[src/rtl/mode_sched_pkg.sv]
// mode_sched_pkg: shared types, defaults and the round-robin helper
// used by the run-engine scheduler and its arbiter.
package mode_sched_pkg;

    // Sequencer states of the shared run engine.
    typedef enum logic [1:0] {
        IDLE = 2'd0,
        RUN  = 2'd1,
        LAST = 2'd2
    } state_t;

    // Default number of requesters and run-length/counter width.
    localparam int DEF_NREQ = 4;
    localparam int DEF_CNTW = 4;

    // Index reached by stepping 'offset' places past 'base' in a ring of n.
    function automatic int rr_index(input int base, input int offset, input int n);
        return (base + offset) % n;
    endfunction

endpackage

[src/rtl/mode_sched_rr_arb.sv]
// rr_arb: purely combinational round-robin arbiter. The search starts
// one place after 'ptr' and wraps, so the last winner has lowest priority.
module rr_arb
    import mode_sched_pkg::*;
#(
    parameter int NREQ = DEF_NREQ,
    localparam int IDXW = $clog2(NREQ)
) (
    input  logic [NREQ-1:0] req,
    input  logic [IDXW-1:0] ptr,
    output logic [NREQ-1:0] win_oh,
    output logic [IDXW-1:0] win_idx,
    output logic            any
);

    logic            found;
    logic [IDXW-1:0] idx;

    // Walk the ring from ptr+1 and keep the first active request.
    always_comb begin
        win_oh  = '0;
        win_idx = '0;
        found   = 1'b0;
        idx     = '0;
        for (int k = 1; k <= NREQ; k++) begin
            idx = IDXW'(rr_index(int'(ptr), k, NREQ));
            if (!found && req[idx]) begin
                found       = 1'b1;
                win_oh[idx] = 1'b1;
                win_idx     = idx;
            end
        end
    end

    assign any = |req;

endmodule

[src/rtl/mode_sched.sv]
// mode_sched: round-robin scheduler sharing one counted run engine
// (IDLE/RUN/LAST plus a bounded counter) between NREQ requesters.
// Optional abort support is compiled in with MODE_SCHED_ABORT_EN.
module mode_sched
    import mode_sched_pkg::*;
#(
    parameter int NREQ = DEF_NREQ,
    parameter int CNTW = DEF_CNTW
) (
    input  logic                 clk,
    input  logic                 rst,
    input  logic [NREQ-1:0]      req,
    input  logic [NREQ*CNTW-1:0] len,
`ifdef MODE_SCHED_ABORT_EN
    input  logic                 abort,
    output logic                 aborted,
`endif
    output logic [NREQ-1:0]      gnt,
    output logic [NREQ-1:0]      done,
    output logic                 busy,
    output logic [CNTW-1:0]      cnt
);

    localparam int IDXW = $clog2(NREQ);

    state_t          state;
    state_t          next_state;
    logic [IDXW-1:0] ptr;
    logic [IDXW-1:0] ptr_d;
    logic [IDXW-1:0] win_idx;
    logic [NREQ-1:0] win_oh;
    logic [NREQ-1:0] gnt_d;
    logic [NREQ-1:0] done_d;
    logic            win_any;
    logic            busy_d;
    logic            abort_hit;
    logic [CNTW-1:0] cnt_d;
    logic [CNTW-1:0] len_q;
    logic [CNTW-1:0] len_d;

`ifdef MODE_SCHED_ABORT_EN
    logic aborted_d;
    assign abort_hit = abort;
`else
    assign abort_hit = 1'b0;
`endif

    rr_arb #(.NREQ(NREQ)) u_arb (
        .req    (req),
        .ptr    (ptr),
        .win_oh (win_oh),
        .win_idx(win_idx),
        .any    (win_any)
    );

    // State register of the run sequencer.
    always_ff @(posedge clk) begin
        if (rst) state <= IDLE;
        else     state <= next_state;
    end

    // Next-state decision: grant from IDLE, leave RUN at the programmed length.
    always_comb begin
        next_state = state;
        case (state)
            IDLE: if (win_any) next_state = RUN;
            RUN: begin
                if (abort_hit)         next_state = IDLE;
                else if (cnt == len_q) next_state = LAST;
            end
            LAST:    next_state = IDLE;
            default: next_state = IDLE;
        endcase
    end

    // Next values of the registered outputs, counter, latched length and pointer.
    always_comb begin
        gnt_d  = gnt;
        done_d = '0;
        cnt_d  = cnt;
        len_d  = len_q;
        ptr_d  = ptr;
        busy_d = (next_state != IDLE);
`ifdef MODE_SCHED_ABORT_EN
        aborted_d = 1'b0;
`endif
        case (state)
            IDLE: begin
                gnt_d = '0;
                cnt_d = '0;
                if (win_any) begin
                    gnt_d = win_oh;
                    len_d = len[int'(win_idx)*CNTW +: CNTW];
                    ptr_d = win_idx;
                end
            end
            RUN: begin
                if (abort_hit) begin
                    gnt_d = '0;
                    cnt_d = '0;
`ifdef MODE_SCHED_ABORT_EN
                    aborted_d = 1'b1;
`endif
                end else if (cnt == len_q) begin
                    done_d = gnt;
                end else begin
                    cnt_d = cnt + CNTW'(1);
                end
            end
            LAST: begin
                gnt_d = '0;
                cnt_d = '0;
            end
            default: begin
                gnt_d = '0;
                cnt_d = '0;
            end
        endcase
    end

    // Output and datapath registers; reset gives req[0] first priority.
    always_ff @(posedge clk) begin
        if (rst) begin
            gnt   <= '0;
            done  <= '0;
            busy  <= 1'b0;
            cnt   <= '0;
            len_q <= '0;
            ptr   <= IDXW'(NREQ - 1);
`ifdef MODE_SCHED_ABORT_EN
            aborted <= 1'b0;
`endif
        end else begin
            gnt   <= gnt_d;
            done  <= done_d;
            busy  <= busy_d;
            cnt   <= cnt_d;
            len_q <= len_d;
            ptr   <= ptr_d;
`ifdef MODE_SCHED_ABORT_EN
            aborted <= aborted_d;
`endif
        end
    end

endmodule

[config.mk]
export PLATFORM = sky130hd
export DESIGN_NAME = mode_sched
export DESIGN_NICKNAME = d
export VERILOG_FILES = /design/src/rtl/mode_sched_pkg.sv /design/src/rtl/mode_sched_rr_arb.sv /design/src/rtl/mode_sched.sv
export SDC_FILE = /design/constraint.sdc
export NUM_CORES = 1
export LEC_CHECK = 0
export ABC_CLOCK_PERIOD_IN_PS = 3100
export BUFFER_PORTS_ARGS = -buffer_cell sky130_fd_sc_hd__buf_2
export CAP_MARGIN = 10
export CORE_MARGIN = 4
export CORE_UTILIZATION = 54
export DETAILED_ROUTE_END_ITERATION = 6
export GPL_TIMING_DRIVEN = 0
export PLACE_DENSITY = 0.84
export SLEW_MARGIN = 20
export SYNTH_ARGS = -nofsm -noshare
export SYNTH_HDL_FRONTEND = slang
export SYNTH_SLANG_ARGS = --single-unit
[constraint.sdc]
create_clock -name clk -period 3.1 [get_ports clk]
set_clock_uncertainty 0.15 [all_clocks]
set_input_delay 0.31 -clock clk [delete_from_list [all_inputs] [get_ports clk]]
set_output_delay 0.31 -clock clk [all_outputs]
set_load 0.02 [all_outputs]
-- Yosys cells after proc, flatten, opt, wreduce, memory -nomap -nowiden
Index checks and enable logic that the tools add are counted.
Widths: inputs -> output; s select.
- add/subtract/negate cells: 5
- order comparisons: 8
- equal/unequal tests: 2
- shift operators: 1
- muxes and demuxes: 32
- bitwise logic cells: 5
- reduce and logical (&&, ||, !) cells: 16
- operators with widths (operator ; count):
    $mux 4 ; 5
    $shiftx 16x5->4 ; 1
    $lt 2x3->1 const B ; 4
    $mux 2 ; 6
    $or 4x4->4 ; 3
    $mux 1 ; 11
    $bmux 1 s2 ; 4
    $demux 1 s2 ; 4
    $ge 2x1->1 const B ; 4
    $pmux 4 s2 ; 1
    $logic_and 1x1->1 ; 7
    $add 2x1->2 const B ; 2
    $add 2x2->2 const B ; 2
    $add 4x1->4 const B ; 1
    $eq 4x4->1 ; 1
    $pmux 2 s2 ; 1
    $reduce_or 4->1 ; 1
    $logic_not 1->1 ; 3
    $reduce_or 3->1 ; 1
    $eq 2x1->1 const B ; 1
    $logic_not 2->1 ; 1
    $not 1->1 ; 2
    $reduce_and 2->1 ; 1
    $reduce_bool 2->1 ; 1
    $reduce_or 2->1 ; 1
- bits in registers: 21
- bits of input ports: 22
- output and inout bits: 13
- word-level logic and storage cells: 76

-- Depth between registers and ports, before layout
- depth after elaboration: 15
- gate-level depth with buffers: 10
- mapped depth without buffers: 8

-- Modules after synthesis
Synthesis repeated with hierarchy kept, for this count alone.
- cell total of the unflattened synthesis: 154
- area total of the unflattened synthesis: 1400.1 µm²
- modules (own cells, without submodules) (module ; times used ; cells an instance ; area an instance (µm²) ; seq. area each (µm²)):
    mode_sched ; 1 ; 84 ; 859.6 ; 420.4
    rr_arb ; 1 ; 70 ; 540.5 ; 0.0

-- Least setup slack after synthesis
Ideal clock, no wire load.
- kind: register to register
- from: reg ptr[0]
- to: reg ptr[0]
- library setup time: 120 ps
- data arrival time: 2335 ps
- data required time: 2830 ps
- setup slack: 495 ps
- cell stages (with the launch flop): 11
- path buffers: 2
- clock period less this slack: 2605 ps
- cell sequence: dfxtp_1 > inv_2 > ha_1 > buf_4 > mux2i_1 > mux2i_1 > buf_2 > a311o_1 > o21ai_1 > nor2_1 > a211o_1
- cells in the longest elaborated chain, start to end: 13
- elaborated cells on any way between the ends: 25
- ends and longest elaborated chain (what ; line ; source):
    start: declaration ; mode_sched.sv:28 ; logic [IDXW-1:0] ptr;
    start signal: assignment ; mode_sched.sv:129 ; ptr <= IDXW'(NREQ - 1);
    start signal: assignment ; mode_sched.sv:139 ; ptr <= ptr_d;
    $add 2x1->2 ; mode_sched_pkg.sv:18 ; return (base + offset) % n;
    $bmux 1 s2 ; mode_sched_rr_arb.sv:27 ; if (!found && req[idx]) begin
    $mux 1 (implied by the code) ; mode_sched_rr_arb.sv:27 ;
    $mux 1 ; mode_sched_rr_arb.sv:27 ;
    $logic_not 1->1 ; mode_sched_rr_arb.sv:27 ;
    $logic_and 1x1->1 ; mode_sched_rr_arb.sv:27 ;
    $mux 1 ; mode_sched_rr_arb.sv:27 ;
    $logic_not 1->1 ; mode_sched_rr_arb.sv:27 ;
    $logic_and 1x1->1 ; mode_sched_rr_arb.sv:27 ;
    $mux 1 ; mode_sched_rr_arb.sv:27 ;
    $logic_not 1->1 ; mode_sched_rr_arb.sv:27 ;
    $logic_and 1x1->1 ; mode_sched_rr_arb.sv:27 ;
    $mux 2 (*) ; mode_sched_rr_arb.sv:27 ;
Every way passes the cells marked *; elsewhere a longest branch is shown, timed or not. The select of a mux whose other input is x is not followed.
A chain may end at the register's enable or synchronous reset.

-- Worst setup path in the final report
- from: reg ptr[1]
- to: reg ptr[0]
The elaborated chain is that of the path after synthesis.

==> results.ini <==
[outcome]
outcome = complete, no violations

[setup_path]
critPathTopFamily = compound AO/OA/AOI/OAI gates
cp-start-kind = flop
critPathKind = flop to flop
crit_path_end_kind = flop
max_stage_delay_ns = 0.46
path_common_cell = mux2i_1
arrival_ns = 2.92
r2r_slack_ns = 0.22
r2r-start = ptr[1]$_SDFFE_PP1P_
cp_max_fo = 10
crit_buf_inv = 3
slowest_stage = dfxtp_1
worstRegToRegCells = 10
cp.required_ns = 3.15
cp_cell_sequence = inv_1, ha_1, buf_4, mux2i_1, mux2i_1, buf_2, a311o_1, o21ai_1, nor2_1, a211o_1
reg2reg_to = ptr[0]$_SDFFE_PP1P_

[timing]
finalSetupTns_ns = 0
worst-slew-pin-transition_ns = 0.459
finalSetupViolCount = 0
fmax_ghz = 0.347
period_share = 0.928
relSlewSlack = 0.685
rsz0062_at_grt = no
hold_viol = 0
setup_ws_ns = 0.222
drv_slew = 0
min_period_ns = 2.88

[power]
p_leak_uw = 0.000874
p_total_uw = 1630
power_density_nw_per_um2 = 885
ir_worst_vdd_v = 0.000524

[floorplan]
ioPinCount = 35
rows = 19
die-width_um = 62.7
coreArea_um2 = 2810
start_util = 0.575
die_h_um = 62.7
die-area_um2 = 3930

[synthesis]
ys_warn_count = 0
avgSynthCellArea_um2 = 8.92
ys_types = 51
ys.flop_type = dfxtp_1
synth-seq-cells = 21
synthCells = 181
ys_seq_area_frac = 0.260
async_flop_share = 0
synth_edf_count = 0
synth_nets = 212
syn-cell-area_um2 = 1610

[clock_network]
cts_tree = built
clock-root-buffer = clkbuf_4
htree_levels = 1
hold_buffers = 0
clk_latency_ns = 0.30
cts.sinks = 21
cts_buffer_depth = 2
post_cts_buffers = 0
clkTransAtPathRegs_ns = 0.12
cts_inserted_buffers = 3

[global_routing]
grt_pass1_wl_um = 6150
grt_max_degree = 13
overflow = 0
grt_pass1_vias = 1389
track_usage = 0.183
antenna_found_initial = 0

[job]
maxCapViolations = 0

[cells_and_area]
multi_input_area_um2 = 1100
drive_gt1_frac = 0.263
antenna_cells = 0
fillers = 234
nets = 249
finalInstanceArea_um2 = 1840
area_growth_pct = 14.1
seq_area_um2 = 422

[drt]
wl_per_cell_um = 14.3
antenna_left = 0
vias = 1515
totalWireLength_um = 3540
vias_per_cell = 6.11
dr.max_layer_used = met4
drc = 0
dr_wl_met3_um = 149
wl_met1_um = 1640
met2_length_um = 1700
dr.pass1.iters = 4
drt_iter0_drc = 87

[worst_hold_path]
whs_path_depth = 3
worstHoldStart = len[13]
holdPathEnd = len_q[1]$_SDFFE_PP0P_
hp-class = input pin to flop

[placed_design]
place_area_um2 = 1810
io_buffers = 32
place_ws_ns = 0.177
place_hpwl_um = 2770
gp_congestion = 0.896

[final cells by class]
| type | count | area share |
|---|---|---|
| Sequential cell | 21 | 0.229 |
| Multi-Input combinational cell | 141 | 0.599 |
| Buffer | 14 | 0.0394 |
| Clock buffer | 3 | 0.0122 |
| Clock inverter | 1 | 0.00272 |
| Timing Repair Buffer | 32 | 0.0870 |
| Tap cell | 31 | 0.0211 |
| Inverter | 5 | 0.0102 |
[power breakdown]
group          switching, uW  internal [uW]
Sequential              71.3            346
Combinational            612            472
Clock                   80.0           48.0
[registers in the layout, summed over array words and instances (netlist names)]
name   flops
gnt        4
len_q      4
cnt        4
ptr        2
state      2
done       4
busy       1
[Yosys cell counts (3+ instances only)]
cell,n,area [um2]
clkbuf_1,4,15.0
nor3b_1,3,22.5
mux2_2,3,33.8
nor2_1,17,63.8
nand2_1,3,11.3
buf_4,3,22.5
and3_1,4,25.0
and3b_1,3,26.3
buf_2,7,35.0
o221ai_1,3,26.3
o21ai_0,10,50.1
nand3b_1,3,22.5
o21ai_1,4,20.0
a211oi_1,3,22.5
nor3_1,6,30.0
a22o_1,4,35.0
xor2_1,5,43.8
ha_1,9,113
a211o_1,4,35.0
inv_1,4,15.0
mux2i_1,16,160
dfxtp_1,21,420
a22oi_1,9,67.6
[worst max-delay path by stage]
stage / from / slack, ns / depth (start not counted) / endpoint
floorplan: ptr[0]$_SDFFE_PP1P_ / 0.50 / 10 / ptr[0]$_SDFFE_PP1P_
global placement: ptr[0]$_SDFFE_PP1P_ / 0.20 / 10 / ptr[0]$_SDFFE_PP1P_
detailed placement: ptr[0]$_SDFFE_PP1P_ / 0.18 / 10 / ptr[0]$_SDFFE_PP1P_
CTS: ptr[0]$_SDFFE_PP1P_ / 0.16 / 10 / ptr[0]$_SDFFE_PP1P_
global route: ptr[1]$_SDFFE_PP1P_ / 0.06 / 10 / ptr[0]$_SDFFE_PP1P_
finish: ptr[1]$_SDFFE_PP1P_ / 0.22 / 10 / ptr[0]$_SDFFE_PP1P_
[routing by layer]
layer / global-route usage / vias up
met5: 0 / -
met4: 0.0551 / 0
met3: 0.0162 / 4
met2: 0.309 / 42
met1: 0.248 / 712
li1: - / 757
[logic make-up (layout without fill, tap and decap cells)]
group	count (synthesis)	count (layout)	share of synthesized area
xor gates and xnor gates	6	6	0.0326
and+or+nand+nor	52	52	0.181
buffers and inverters	19	55	0.0566
DFF	21	21	0.260
AOI/OAI and AO/OA	53	53	0.251
adders and majority gates	9	9	0.0698
muxes	21	21	0.148
[through the flow]
stage,instances,hold slack (ns),util
final,248,0.150,0.657
after global routing,248,0.153,0.657
after CTS,248,0.149,0.656
after detailed placement,244,0.341,0.646
after global placement,244,0.335,0.646
after floorplan,181,0.335,-
[cells in the final DEF, fill, tap and decap left out, types with 4 or more instances in the layout]
| cell | count |
|---|---|
| and3_1 | 4 |
| a22oi_1 | 9 |
| xor2_1 | 5 |
| inv_1 | 4 |
| o21ai_1 | 4 |
| o21ai_0 | 10 |
| clkbuf_1 | 4 |
| nor2_1 | 17 |
| a22o_1 | 4 |
| mux2i_1 | 16 |
| dfxtp_1 | 20 |
| a211o_1 | 4 |
| ha_1 | 9 |
| buf_2 | 39 |
| nor3_1 | 6 |
[worst register-to-register path: cells and delay by family (launching register included)]
kind                       cells  cell delay, ns
adders and majority gates      1            0.40
and+or+nand+nor                1            0.05
DFF                            1            0.46
AOI/OAI and AO/OA              3            0.72
muxes                          2            0.38
buffers and inverters          3            0.62
[what timing repair did]
item,4_1_cts,5_1_grt
endpoints found under the hold margin,0,0
resized for setup,0,1
endpoints found under the setup margin,0,1
No activity file was read; power rests on OpenSTA's default activity.
